<file path="src/rtl/mips_pkg.sv">
// Shared definitions for the MIPS execute stage: bundle layouts, ALU encodings
// and multiplier FSM states.
package mips_pkg;

  localparam int unsigned ID_EX_W  = 144;
  localparam int unsigned EX_MEM_W = 107;

  typedef enum logic [1:0] {
    ALUOP_ADD   = 2'b00,
    ALUOP_SUB   = 2'b01,
    ALUOP_FUNCT = 2'b10,
    ALUOP_ORI   = 2'b11
  } aluop_e;

  localparam logic [5:0] F_SLL   = 6'h00;
  localparam logic [5:0] F_SRL   = 6'h02;
  localparam logic [5:0] F_SRA   = 6'h03;
  localparam logic [5:0] F_MFHI  = 6'h10;
  localparam logic [5:0] F_MFLO  = 6'h12;
  localparam logic [5:0] F_MULT  = 6'h18;
  localparam logic [5:0] F_MULTU = 6'h19;
  localparam logic [5:0] F_ADD   = 6'h20;
  localparam logic [5:0] F_ADDU  = 6'h21;
  localparam logic [5:0] F_SUB   = 6'h22;
  localparam logic [5:0] F_SUBU  = 6'h23;
  localparam logic [5:0] F_AND   = 6'h24;
  localparam logic [5:0] F_OR    = 6'h25;
  localparam logic [5:0] F_XOR   = 6'h26;
  localparam logic [5:0] F_NOR   = 6'h27;
  localparam logic [5:0] F_SLT   = 6'h2A;
  localparam logic [5:0] F_SLTU  = 6'h2B;

  typedef enum logic [1:0] {
    MS_IDLE = 2'd0,
    MS_BUSY = 2'd1,
    MS_DONE = 2'd2
  } mult_state_e;

  // Field order matches the bundle bit layout, MSB first.
  typedef struct packed {
    logic [1:0]  wb;
    logic [2:0]  m;
    logic        regdst;
    aluop_e      aluop;
    logic        alusrc;
    logic [31:0] npc;
    logic [31:0] rd1;
    logic [31:0] rd2;
    logic [31:0] imm;
    logic [4:0]  rt;
    logic [1:0]  rsvd;
  } id_ex_t;

  typedef struct packed {
    logic [1:0]  wb;
    logic [2:0]  m;
    logic [31:0] btarget;
    logic        zero;
    logic [31:0] alu_result;
    logic [31:0] rd2;
    logic [4:0]  wreg;
  } ex_mem_t;

endpackage

</file>
<file path="src/rtl/execute_stage_mult_unit.sv">
// Iterative shift-add HI/LO multiplier. busy is the combinational stall request
// covering the issue cycle and every BUSY cycle.
module mult_unit
  import mips_pkg::*;
#(
  parameter int unsigned MULT_BPC = 1
) (
  input  logic        clk,
  input  logic        reset,
  input  logic        start,
  input  logic        is_signed,
  input  logic [31:0] a,
  input  logic [31:0] b,
  input  logic        flush,
  output logic        busy,
  output logic [31:0] hi,
  output logic [31:0] lo
);

  localparam int unsigned MULT_ITER = 32 / MULT_BPC;
  localparam int unsigned CNT_W     = (MULT_ITER > 1) ? $clog2(MULT_ITER) : 1;

  mult_state_e state_q, state_d;
  logic [CNT_W-1:0] cnt_q, cnt_d;
  logic [63:0] mcand_q, mcand_d, acc_q, acc_d;
  logic [31:0] mplier_q, mplier_d, hi_q, hi_d, lo_q, lo_d;
  logic        neg_q, neg_d;

  assign busy = !reset && !flush &&
                ((state_q == MS_BUSY) || (state_q == MS_IDLE && start));
  assign hi = hi_q;
  assign lo = lo_q;

  always_comb begin
    state_d  = state_q;
    cnt_d    = cnt_q;
    mcand_d  = mcand_q;
    mplier_d = mplier_q;
    acc_d    = acc_q;
    neg_d    = neg_q;
    hi_d     = hi_q;
    lo_d     = lo_q;
    case (state_q)
      MS_IDLE: begin
        if (start) begin
          state_d  = MS_BUSY;
          cnt_d    = '0;
          neg_d    = is_signed && (a[31] ^ b[31]);
          mcand_d  = {32'h0, (is_signed && a[31]) ? (~a + 32'd1) : a};
          mplier_d = (is_signed && b[31]) ? (~b + 32'd1) : b;
          acc_d    = '0;
        end
      end
      MS_BUSY: begin
        for (int unsigned i = 0; i < MULT_BPC; i++) begin
          if (mplier_d[0]) acc_d = acc_d + mcand_d;
          mcand_d  = mcand_d << 1;
          mplier_d = mplier_d >> 1;
        end
        cnt_d = cnt_q + CNT_W'(1);
        if (cnt_q == CNT_W'(MULT_ITER - 1)) state_d = MS_DONE;
      end
      MS_DONE: begin
        {hi_d, lo_d} = neg_q ? (~acc_q + 64'd1) : acc_q;
        state_d      = MS_IDLE;
      end
      default: state_d = MS_IDLE;
    endcase
    // A squash abandons the operation wherever it is and leaves HI/LO alone.
    if (flush) begin
      state_d = MS_IDLE;
      hi_d    = hi_q;
      lo_d    = lo_q;
    end
  end

  always_ff @(posedge clk or posedge reset) begin
    if (reset) begin
      state_q  <= MS_IDLE;
      cnt_q    <= '0;
      mcand_q  <= '0;
      mplier_q <= '0;
      acc_q    <= '0;
      neg_q    <= 1'b0;
      hi_q     <= '0;
      lo_q     <= '0;
    end else begin
      state_q  <= state_d;
      cnt_q    <= cnt_d;
      mcand_q  <= mcand_d;
      mplier_q <= mplier_d;
      acc_q    <= acc_d;
      neg_q    <= neg_d;
      hi_q     <= hi_d;
      lo_q     <= lo_d;
    end
  end

endmodule

</file>
<file path="src/rtl/execute_stage.sv">
// MIPS EX stage: ALU, branch-target adder, write-register mux and EX/MEM
// register, with the HI/LO multiplier stalling upstream while it iterates.
module execute_stage
  import mips_pkg::*;
#(
  parameter int unsigned MULT_BPC = 1
) (
  input  logic                clk,
  input  logic                reset,
  input  logic                flush,
  input  logic [ID_EX_W-1:0]  id_ex_bundle,
  output logic                stall,
  output logic [EX_MEM_W-1:0] ex_mem_bundle
);

  id_ex_t      idx;
  ex_mem_t     ex_mem_q, ex_mem_d;
  logic [31:0] op_b, alu_result, hi, lo;
  logic [4:0]  shamt;
  logic [5:0]  funct;
  logic        is_mult, unused_rsvd;

  assign idx         = id_ex_t'(id_ex_bundle);
  assign unused_rsvd = ^idx.rsvd;
  assign shamt       = idx.imm[10:6];
  assign funct       = idx.imm[5:0];
  assign op_b        = idx.alusrc ? idx.imm : idx.rd2;
  assign is_mult     = (idx.aluop == ALUOP_FUNCT) && (funct == F_MULT || funct == F_MULTU);

  mult_unit #(.MULT_BPC(MULT_BPC)) u_mult (
    .clk       (clk),
    .reset     (reset),
    .start     (is_mult),
    .is_signed (funct == F_MULT),
    .a         (idx.rd1),
    .b         (op_b),
    .flush     (flush),
    .busy      (stall),
    .hi        (hi),
    .lo        (lo)
  );

  always_comb begin
    alu_result = '0;
    case (idx.aluop)
      ALUOP_ADD: alu_result = idx.rd1 + op_b;
      ALUOP_SUB: alu_result = idx.rd1 - op_b;
      ALUOP_ORI: alu_result = idx.rd1 | {16'h0, idx.imm[15:0]};
      default: begin
        case (funct)
          F_ADD, F_ADDU: alu_result = idx.rd1 + op_b;
          F_SUB, F_SUBU: alu_result = idx.rd1 - op_b;
          F_AND:  alu_result = idx.rd1 & op_b;
          F_OR:   alu_result = idx.rd1 | op_b;
          F_XOR:  alu_result = idx.rd1 ^ op_b;
          F_NOR:  alu_result = ~(idx.rd1 | op_b);
          F_SLT:  alu_result = {31'h0, $signed(idx.rd1) < $signed(op_b)};
          F_SLTU: alu_result = {31'h0, idx.rd1 < op_b};
          F_SLL:  alu_result = idx.rd2 << shamt;
          F_SRL:  alu_result = idx.rd2 >> shamt;
          F_SRA:  alu_result = $unsigned($signed(idx.rd2) >>> shamt);
          F_MFHI: alu_result = hi;
          F_MFLO: alu_result = lo;
          default: alu_result = '0;
        endcase
      end
    endcase
  end

  // Mult/multu never write back, so they leave EX as a bubble like a stall or squash.
  always_comb begin
    ex_mem_d = '0;
    if (!(flush || stall || is_mult)) begin
      ex_mem_d.wb         = idx.wb;
      ex_mem_d.m          = idx.m;
      ex_mem_d.btarget    = idx.npc + (idx.imm << 2);
      ex_mem_d.zero       = ((idx.rd1 - op_b) == 32'h0);
      ex_mem_d.alu_result = alu_result;
      ex_mem_d.rd2        = idx.rd2;
      ex_mem_d.wreg       = idx.regdst ? idx.imm[15:11] : idx.rt;
    end
  end

  always_ff @(posedge clk or posedge reset) begin
    if (reset) ex_mem_q <= '0;
    else       ex_mem_q <= ex_mem_d;
  end

  assign ex_mem_bundle = ex_mem_q;

endmodule

</file>
<file path="config.mk">
export PLATFORM = sky130hd
export DESIGN_NAME = execute_stage
export DESIGN_NICKNAME = d
export VERILOG_FILES = /design/src/rtl/mips_pkg.sv /design/src/rtl/execute_stage_mult_unit.sv /design/src/rtl/execute_stage.sv
export SDC_FILE = /design/constraint.sdc
export NUM_CORES = 2
export LEC_CHECK = 0
export BUFFER_PORTS_ARGS = -buffer_cell sky130_fd_sc_hd__clkbuf_2
export CAP_MARGIN = 25
export CORE_MARGIN = 4
export CORE_UTILIZATION = 59
export DETAILED_ROUTE_END_ITERATION = 10
export PLACE_DENSITY = 0.75
export SYNTH_ARGS = -nofsm -noshare
export SYNTH_HDL_FRONTEND = slang
export SYNTH_SLANG_ARGS = --single-unit
</file>
<file path="constraint.sdc">
create_clock -name clk -period 31.8 [get_ports clk]
set_input_delay 4.77 -clock clk [delete_from_list [all_inputs] [get_ports clk]]
set_output_delay 4.77 -clock clk [all_outputs]
set_load 0.01 [all_outputs]
</file>
==> results.json <==
{
  "tritoncts": "done",
  "grt_pass1_vias": 28107,
  "drv_slew": 0,
  "postLayoutCellArea_um2": 32850,
  "die_area_um2": 54060,
  "drive_gt1_share_pct": 11.86,
  "fin_skew_ns": 0.02586,
  "period_minus_slack_ns": 11.72,
  "htree_levels": 2,
  "portBuffers": 252,
  "layout.filler_cells": 4372,
  "status": "finished clean",
  "coreArea_um2": 49970,
  "path_delay_family": "buffers and inverters",
  "syn2layout_area_growth_pct": 10.46,
  "postCtsSetupBuffers": 0,
  "rows": 82,
  "grt_overflow_total": 0,
  "vdd_drop_max_uv": 50.61,
  "cp_max_fo": 41,
  "slowest_delay_ns": 0.71,
  "grt_max_degree": 142,
  "layout_common_cells": "358 x nor2_1, 349 x o21ai_0, 346 x a21oi_1",
  "crit_path_end_kind": "primary output",
  "root_buffer": "clkbuf_16",
  "timing.hold.ws_ns": 0.4840,
  "critical_path_class": "input port to primary output",
  "vias": 30123,
  "min_period_over_period_pct": 36.86,
  "mostFrequentLayoutCell": "nor2_1",
  "layout.nets": 4151,
  "netlist_area_um2": 29740,
  "drc": 0,
  "yosysTopAreaCell": "dfrtp_1",
  "cts_buffer_depth": 3,
  "synth-seq-cells": 339,
  "ys_types": 84,
  "die_height_um": 232.5,
  "yosysSeqAreaShare_pct": 28.53,
  "max_freq_mhz": 85.33,
  "numCtsBuffers": 39,
  "num_io_pins": 255,
  "relSlewSlack_pct": 8.968,
  "crit_arrival_ns": 6.95,
  "ctsHoldBuffers": 0,
  "syn_inst": 3691,
  "clkTransAtPathRegs_ns": 0.07,
  "clk-insertion-delay-late_ns": 0.58,
  "start_util_pct": 59.52,
  "cts.repair.resized": 0,
  "synth_top_area_share_pct": 28.53,
  "dp_cells": 4434,
  "post-dp-hpwl_um": 83280,
  "antenna_found_initial": 11,
  "slowest_stage": "nand2b_1",
  "final.setup.tns_ns": 0,
  "cp.required_ns": 27.03,
  "ys.warnings.count": 0,
  "placed_area_um2": 31420,
  "wl_per_cell_um": 24.67,
  "top_layer": "met5",
  "ant_nets": 0,
  "place.gp.congestion": 1.090,
  "synth_edf_count": 0,
  "ys_top_cells_by_area": "dfrtp_1 29%, ha_1 8.1%, o21ai_0 5.9%",
  "rsz0062_at_grt": "no",
  "routedLengthMet1_um": 42430,
  "wl_met3_um": 11530,
  "grt_pass1_wl_um": 167300,
  "ys.flop_type": "dfrtp_1",
  "critPathBufInv": 5,
  "finalHoldViolCount": 0,
  "finish.utilization_pct": 65.75,
  "path_cells": "clkbuf_2 -> buf_4 -> nand2b_1 -> nor3_2 -> buf_4 -> o21ai_4 -> buf_12 -> nor3_1 -> clkbuf_2",
  "instances_no_fill": 4513,
  "cap_viol_max_count": 0,
  "cts.sink_count": 339,
  "startpoint_type": "input port",
  "die_w_um": 232.5,
  "synth_nets": 4035,
  "power_leakage_nw": 14.47,
  "async_reset_ff_share_pct": 100.0,
  "wirelength_um": 111300,
  "first_pass_iters": 6,
  "final-setup-viol-count": 0,
  "grtUsageTotal_pct": 39.88,
  "hold_path.class": "register to register",
  "drt_iter0_drc": 3637,
  "avgSynthCellArea_um2": 8.057,
  "power_density_nw_per_um2": 50.57,
  "max_slew.worst_pin.slew_ns": 1.331,
  "viasPerCell": 6.675,
  "dr_wl_met2_um": 48900
}
[path summary, 6_finish.rpt]
| check | start | slack [ns] | end | cells after the start |
|---|---|---|---|---|
| min in group asynchronous | reset | 4.24 | ex_mem_bundle[101] | 2 |
| max in group asynchronous | reset | 26.02 | u_mult.acc_q[36] | 4 |
| setup / recovery | id_ex_bundle[136] | 20.08 | stall | 9 |
| hold / removal | u_mult.mplier_q[13] | 0.48 | u_mult.mplier_q[13] | 2 |
| hold reg to reg | u_mult.mplier_q[13] | 0.48 | u_mult.mplier_q[13] | 2 |
| setup reg to reg | u_mult.acc_q[0] | 27.36 | u_mult.acc_q[62] | 13 |
[worst reg2reg max path: cells and delay by family (launching register included)]
kind / cells / cell delay (ns)
AO/OA/AOI/OAI: 10 / 3.20
adder cells (fa/ha/maj): 2 / 0.50
flip-flops: 1 / 0.43
XOR/XNOR: 1 / 0.15
[layout make-up]
| cell class | count | area, µm² | area share, % |
|---|---|---|---|
| repair buffers | 311 | 1772 | 5.393 |
| well taps | 672 | 840.8 | 2.560 |
| multi-input cells | 2973 | 19860 | 60.46 |
| inverters | 143 | 544.3 | 1.657 |
| flip-flops and latches | 339 | 8484 | 25.83 |
| clock inverters | 14 | 226.5 | 0.6894 |
| clock buffers | 56 | 1110 | 3.378 |
| diodes | 5 | 12.51 | 0.03809 |
[state kept, by name (all words and copies together) (netlist names)]
name,count
u_mult.hi,32
u_mult.neg_q,1
u_mult.acc_q,64
u_mult.mcand_q,64
u_mult.mplier_q,32
u_mult.state_q,2
ex_mem_bundle,107
u_mult.cnt_q,5
u_mult.lo,32
[cell usage after synthesis, types with 28 or more instances]
cell type	n
nand3_1	87
o21bai_1	37
xnor2_1	182
nor4_1	30
nor3_1	72
a31oi_1	30
mux2i_1	128
xor2_1	117
o211ai_1	28
a211oi_1	70
and2_1	54
o22ai_1	38
a22oi_1	50
o21ai_0	349
a221oi_1	39
clkbuf_1	196
o31ai_1	47
dfrtp_1	339
nand2b_1	31
nor2_1	361
ha_1	193
nand2_1	287
a21o_1	43
nand4_1	38
a21oi_1	346
buf_1	34
inv_1	137
a22o_1	37
[power breakdown]
| group | switching, W | internal [W] | total, W |
|---|---|---|---|
| Clock | 0.000189 | 0.000285 | 0.000474 |
| Sequential | 0.0000615 | 0.000488 | 0.000549 |
| Combinational | 0.000397 | 0.000241 | 0.000638 |
| Total | 0.000647 | 0.00101 | 0.00166 |
[per-layer routing]
metal | vias to the layer above | global-route usage, %
met4 | 12 | 24.41
met2 | 1739 | 61.82
met1 | 14231 | 50.84
li1 | 13667 | -
met3 | 474 | 8.925
met5 | - | 0
[metrics by stage]
step / total power [W] / setup WS [ns]
floorplan: 0.0009860 / 17.64
global placement: 0.001159 / 19.76
detailed placement: 0.001169 / 19.69
CTS: 0.001648 / 19.68
global route: 0.001752 / 20.04
finish: 0.001661 / 20.08
[kinds of logic after synthesis]
family	after synthesis	synth area share [%]
compound gates	1242	26.09
xor+xnor	299	8.806
fa+ha+maj	197	8.389
buf+inv	379	4.939
flops	339	28.53
mux	162	6.467
simple gates	1073	16.79
Power figures use the tool's default switching activity.
